<file path="src/rtl/mem_addr_arbiter_pkg.sv">
// Shared definitions for the memory address arbiter: FSM state encodings,
// default bus widths shared with the memory and register bank, and a small
// pointer helper.
package mem_addr_arbiter_pkg;

  // Two-bit FSM encoding for the bus owner sequence.
  typedef enum logic [1:0] {
    ST_IDLE   = 2'd0,
    ST_ACCESS = 2'd1,
    ST_ACK    = 2'd2
  } arb_state_e;

  // Default widths shared with the memory block and register bank.
  localparam int DEF_ADDR_W  = 16;
  localparam int DEF_FETCH_W = 8;

  // Wait-state counter width; covers WAIT_CYCLES 0..15.
  localparam int CNT_W = 4;

  // Next channel index after idx, wrapping at n.
  function automatic int wrap_inc(input int idx, input int n);
    return (idx + 1) % n;
  endfunction

endpackage

</file>
<file path="src/rtl/mem_arb_pick.sv">
// Combinational winner selection for the memory address arbiter.
// Macro MEM_ARB_ROUND_ROBIN_EN: defined -> round robin starting at ptr_i;
// undefined -> fixed priority, highest channel index wins.
module mem_arb_pick #(
  parameter int N_CH  = 2,
  parameter int IDX_W = 1
) (
  input  logic [N_CH-1:0]  req_i,
`ifdef MEM_ARB_ROUND_ROBIN_EN
  input  logic [IDX_W-1:0] ptr_i,
`endif
  output logic [N_CH-1:0]  pick_oh_o,
  output logic [IDX_W-1:0] pick_idx_o,
  output logic             valid_o
);

`ifdef MEM_ARB_ROUND_ROBIN_EN
  logic found;
`endif

  // Select one requester and produce its index and one-hot form.
  always_comb begin
    // NOTE: every output of a combinational block gets a default first so no path leaves it unassigned, which would infer a latch.
    pick_oh_o  = '0;
    pick_idx_o = '0;
    valid_o    = |req_i;
`ifdef MEM_ARB_ROUND_ROBIN_EN
    found      = 1'b0;
    for (int k = 0; k < N_CH; k++) begin
      int c;
      c = (int'(ptr_i) + k) % N_CH;
      if (!found && req_i[c]) begin
        found      = 1'b1;
        pick_idx_o = IDX_W'(c);
      end
    end
`else
    // Later (higher) indices overwrite earlier ones, so data beats fetch.
    for (int c = 0; c < N_CH; c++) begin
      if (req_i[c]) pick_idx_o = IDX_W'(c);
    end
`endif
    if (valid_o) pick_oh_o[pick_idx_o] = 1'b1;
  end

endmodule

</file>
<file path="src/rtl/mem_addr_arbiter.sv">
// Shared memory address bus arbiter: N_CH requesters (ch0 = instruction
// fetch, others = data ports) onto one registered address/write-enable bus,
// with programmable wait states and a one-cycle ack per access.
// Macro MEM_ARB_ROUND_ROBIN_EN selects round-robin instead of fixed priority.
module mem_addr_arbiter
  import mem_addr_arbiter_pkg::*;
#(
  parameter int ADDR_W      = DEF_ADDR_W,
  parameter int FETCH_W     = DEF_FETCH_W,
  parameter int N_CH        = 2,
  parameter int WAIT_CYCLES = 0
) (
  input  logic                   clk,
  input  logic                   rst,
  input  logic [N_CH-1:0]        req,
  input  logic [N_CH-1:0]        req_we,
  input  logic [N_CH*ADDR_W-1:0] req_addr,
  output logic [ADDR_W-1:0]      mem_addr,
  output logic                   mem_we,
  output logic                   mem_en,
  output logic [N_CH-1:0]        grant,
  output logic [N_CH-1:0]        ack,
  output logic                   busy
);

  localparam int IDX_W = $clog2(N_CH);
  // Fetch addresses only carry FETCH_W bits; upper bits are forced to zero.
  localparam logic [ADDR_W-1:0] FETCH_MASK = ~({ADDR_W{1'b1}} << FETCH_W);

  arb_state_e         state_q, state_d;
  logic [CNT_W-1:0]   cnt_q, cnt_d;
  logic [ADDR_W-1:0]  addr_q, addr_d;
  logic               we_q, we_d;
  logic               en_q, en_d;
  logic [N_CH-1:0]    grant_q, grant_d;
  logic [N_CH-1:0]    ack_q, ack_d;

  logic [N_CH-1:0]    pick_oh;
  logic [IDX_W-1:0]   pick_idx;
  logic               pick_valid;
  logic [ADDR_W-1:0]  sel_addr;
  logic               sel_we;

`ifdef MEM_ARB_ROUND_ROBIN_EN
  logic [IDX_W-1:0]   ptr_q, ptr_d;
`endif

  mem_arb_pick #(
    .N_CH  (N_CH),
    .IDX_W (IDX_W)
  ) u_pick (
    .req_i      (req),
`ifdef MEM_ARB_ROUND_ROBIN_EN
    .ptr_i      (ptr_q),
`endif
    .pick_oh_o  (pick_oh),
    .pick_idx_o (pick_idx),
    .valid_o    (pick_valid)
  );

  // Winner's address and write flag; fetch is zero-extended and never writes.
  always_comb begin
    sel_addr = req_addr[pick_idx*ADDR_W +: ADDR_W];
    sel_we   = req_we[pick_idx];
    if (pick_idx == '0) begin
      sel_addr = sel_addr & FETCH_MASK;
      sel_we   = 1'b0;
    end
  end

  // Next-state and output-register logic for IDLE -> ACCESS -> ACK.
  always_comb begin
    state_d = state_q;
    cnt_d   = cnt_q;
    addr_d  = addr_q;
    we_d    = we_q;
    en_d    = en_q;
    grant_d = grant_q;
    ack_d   = '0;
`ifdef MEM_ARB_ROUND_ROBIN_EN
    ptr_d   = ptr_q;
`endif
    unique case (state_q)
      ST_IDLE: begin
        if (pick_valid) begin
          addr_d  = sel_addr;
          we_d    = sel_we;
          en_d    = 1'b1;
          grant_d = pick_oh;
          cnt_d   = CNT_W'(WAIT_CYCLES);
          state_d = ST_ACCESS;
`ifdef MEM_ARB_ROUND_ROBIN_EN
          ptr_d   = IDX_W'(wrap_inc(int'(pick_idx), N_CH));
`endif
        end
      end
      ST_ACCESS: begin
        if (cnt_q != '0) begin
          cnt_d = cnt_q - 1'b1;
        end else begin
          en_d    = 1'b0;
          we_d    = 1'b0;
          ack_d   = grant_q;
          state_d = ST_ACK;
        end
      end
      ST_ACK: begin
        grant_d = '0;
        state_d = ST_IDLE;
      end
      default: begin
        en_d    = 1'b0;
        we_d    = 1'b0;
        grant_d = '0;
        state_d = ST_IDLE;
      end
    endcase
  end

  // State and output registers with synchronous reset.
  always_ff @(posedge clk) begin
    // NOTE: sequential state uses non-blocking assignments so every register samples pre-edge values.
    if (rst) begin
      state_q <= ST_IDLE;
      cnt_q   <= '0;
      addr_q  <= '0;
      we_q    <= 1'b0;
      en_q    <= 1'b0;
      grant_q <= '0;
      ack_q   <= '0;
`ifdef MEM_ARB_ROUND_ROBIN_EN
      ptr_q   <= '0;
`endif
    end else begin
      state_q <= state_d;
      cnt_q   <= cnt_d;
      addr_q  <= addr_d;
      we_q    <= we_d;
      en_q    <= en_d;
      grant_q <= grant_d;
      ack_q   <= ack_d;
`ifdef MEM_ARB_ROUND_ROBIN_EN
      ptr_q   <= ptr_d;
`endif
    end
  end

  assign mem_addr = addr_q;
  assign mem_we   = we_q;
  assign mem_en   = en_q;
  assign grant    = grant_q;
  assign ack      = ack_q;
  assign busy     = (state_q != ST_IDLE);

endmodule

</file>
<file path="config.mk">
export PLATFORM = sky130hd
export DESIGN_NAME = mem_addr_arbiter
export DESIGN_NICKNAME = d
export VERILOG_FILES = /design/src/rtl/mem_addr_arbiter_pkg.sv /design/src/rtl/mem_arb_pick.sv /design/src/rtl/mem_addr_arbiter.sv
export SDC_FILE = /design/constraint.sdc
export NUM_CORES = 1
export LEC_CHECK = 0
export CELL_PAD_IN_SITES_DETAIL_PLACEMENT = 1
export CELL_PAD_IN_SITES_GLOBAL_PLACEMENT = 2
export CORE_UTILIZATION = 21
export DETAILED_ROUTE_END_ITERATION = 16
export GPL_TIMING_DRIVEN = 0
export PLACE_DENSITY = 0.81
export SLEW_MARGIN = 20
export SYNTH_ARGS = -nofsm -noshare
export SYNTH_HDL_FRONTEND = slang
export SYNTH_HIERARCHICAL = 1
export SYNTH_SLANG_ARGS = --single-unit
</file>
<file path="constraint.sdc">
create_clock -name clk -period 1.4 [get_ports clk]
set_input_delay 0.42 -clock clk [delete_from_list [all_inputs] [get_ports clk]]
set_output_delay 0.42 -clock clk [all_outputs]
set_load 0.02 [all_outputs]
</file>
==> metrics <==
die height=about 81 um; largest net degree at the start of global routing=17; RSZ-0062 raised after global routing=yes; Net count, final=234; endpoints failing hold=0; CP Buf/Inv Count=2; Tcrit/Tclk final=107.5%; top cell type's share of synthesized area=between 40 and 50%; reg2reg end=cnt_q[1]$_SDFFE_PP0P_; TritonCTS buffer count=3; area leader, netlist=dfxtp_1; CTS sink count=28; CP Depth=3; Root Driver=clkbuf_8; crit path to=busy; port bufs=50; Total GRT Usage=around 11%; Reg2Reg Setup Slack=0.05 ns; Clock Latency Late Sink=between 0.2 and 0.3 ns; area grow syn2layout=55.46%; Slew @ Worst Pin=around 0.52 ns; Seq cells post-synth=28; Yosys Warn Count=6; area post-placement=0.001903 mm2; Post-synth EDFFs=0; Mapped Area=0.001306 mm2; Max-Slew Margin vs Limit=65.42%; Slew Limit Fails=0; ys async rst share=0%; status=finished, violations left; DP HPWL=2549 um; Final Critical Period=1.505 ns; RD Place Congestion=0.7132; Crit Path Max Fanout=3; GR Overflow Total=0; CTS tree=built; VDD IR max=approximately 0.48 mV; syn nets=173; clock skew=between 0.005 and 0.006 ns; final setup vio count=1; die area=0.006540 mm2; final hold slack=0.4600 ns; Rows=28; max incr delay on CP=0.35 ns; I/O Pins=61; Synth area leaders=dfxtp_1, mux2i_1, a21oi_1; Starting Density=21.93%; first-pass GRT wire length=5706 um; slowest CP cell=dfxtp_2; Reg2Reg Depth=6; most common cell in the netlist=dfxtp_1; post-synth cell types=39; Hold WC Path Type=flop to flop; cells after synthesis=134; WP data arrival=1.08 ns; WP data required=~0.98 ns; Max Root-Sink Buffers=2; drc violations=0; 1st-iter DRT viols=29; share of cells above drive strength 1=30.41%; synthesized area per cell=9.748 um2; number of global-route vias before repair=1185; P_leak=0.8136 nW; WL final=3478 um; critical hold path startpoint=mem_addr[10]$_SDFFE_PP0P_; Pwr Total=about 3.2 mW; CP startpoint=state_q[1]$_SDFFE_PP0P_; drt pass-1 iters=4; Setup CP Type=flop to output port; Main synth FF type=dfxtp_1; FF-to-FF Start=cnt_q[0]$_SDFFE_PP0P_; initial antenna violation count=0; Reg clk slew, reported paths=0.10 ns; drt via density=4.405; worst path cell trace=buf_8, or2_4, buf_6; setup TNS=-0.1049 ns; CORE AREA=just under 0.006 mm2; Fmax=between 600 and 700 MHz; sequential fraction of the synthesis area=a little over two fifths; CP Launch Type=flop; Synth top cells by count=dfxtp_1, nor2_1, a21oi_1; worst setup margin=-0.1049 ns; Pwr Density=1552 mW/mm2; delay-heaviest family, CP=flip-flops; H-tree depth=1; Ant. Diodes=0; die width=~80 um; WL/cell=12.93 um; Post-DRT Antenna Nets=0; via count=1185; failing checks=negative setup slack; endpoint class of the critical path=output port; number of max-cap violations=0; post-route cell area=between 0.002 and 0.0025 mm2
[worst min-delay path by stage]
stage                                      to  slack (ns)  depth (start not counted)
finish              mem_addr[10]$_SDFFE_PP0P_        0.46                          2
global route        mem_addr[11]$_SDFFE_PP0P_        0.49                          2
CTS                 mem_addr[12]$_SDFFE_PP0P_        0.46                          2
detailed placement  mem_addr[12]$_SDFFE_PP0P_        0.45                          2
global placement    mem_addr[13]$_SDFFE_PP0P_        0.44                          2
floorplan               cnt_q[2]$_SDFFE_PP0P_        0.47                          2
[cell families after synthesis]
kind of cell             synth area share [%]
multiplexers                            7.663
buffers and inverters                   8.046
XOR/XNOR                               0.6706
flip-flops                              42.91
adder cells (fa/ha/maj)                0.9577
AND/OR/NAND/NOR                         26.05
AO/OA/AOI/OAI                           13.70
[report_power, final]
| part | internal, mW | switching, mW | total, mW | leakage [nW] |
|---|---|---|---|---|
| combinational | 0.726 | 0.708 | 1.43 | 0.546 |
| clock | 0.383 | 0.263 | 0.646 | 0.0357 |
| sequential | 0.952 | 0.118 | 1.07 | 0.231 |
| total | 2.06 | 1.09 | 3.15 | 0.814 |
[layout make-up]
cell class                 count  area [um2]
clock inverter                 1       30.03
tap                           75       93.84
clock buffer                   3       41.29
buffer                        11       96.34
timing repair buffer          57       503.0
fill                         704        3925
inverter                       2       7.507
multi-input combinational     92       693.2
sequential                    28       565.5
[cells in the final DEF (no fill, tap or decap), types with 3 or more instances in the layout]
| cell type | instances |
|---|---|
| clkdlybuf4s50_1 | 25 |
| dfxtp_2 | 4 |
| clkbuf_2 | 10 |
| a21oi_2 | 5 |
| buf_6 | 3 |
| a211oi_2 | 3 |
| buf_4 | 8 |
| nand3_1 | 8 |
| buf_8 | 3 |
| clkdlybuf4s15_1 | 11 |
| nor2_1 | 13 |
| nand2_1 | 9 |
| mux2i_1 | 10 |
| clkbuf_8 | 3 |
| or2_4 | 4 |
| dfxtp_1 | 24 |
| a211oi_1 | 6 |
| a21oi_1 | 7 |
[routing by layer]
layer | wire length (um) | share of wire [%] | track usage [%]
met1 | 1587 | 46 | 14.98
met2 | 1680 | 48 | 17.82
met3 | 165 | 4.7 | 2.360
met4 | 44 | 1.3 | 4.821
met5 | 0 | 0 | 0
[per-stage QoR]
step	cells	util, %	worst slack [ns]
after detailed placement	259	31.95	-0.5695
after floorplan	134	-	0.04147
after global routing	269	34.10	-0.1388
after CTS	267	33.53	-0.2552
after global placement	259	31.95	-0.5710
final	269	34.10	-0.1049
[registers in the layout, summed over array words and instances (netlist names)]
| name | cells |
|---|---|
| mem_addr | 16 |
| grant | 2 |
| state_q | 2 |
| cnt_q | 4 |
| ack | 2 |
| mem_en | 1 |
| mem_we | 1 |
[worst min-delay path: stages (launching register included)]
cell and delay (ns):
dfxtp_1 0.32, nand2_1 0.05, a21oi_1 0.05
[repair_timing]
item / 4_1_cts / 5_1_grt
hold buffers: 0 / 0
setup buffers: 4 / 3
pin swaps: 3 / 9
endpoints found under the setup margin: 46 / 33
resized for setup: 43 / 41
No activity file was read; power rests on OpenSTA's default activity.
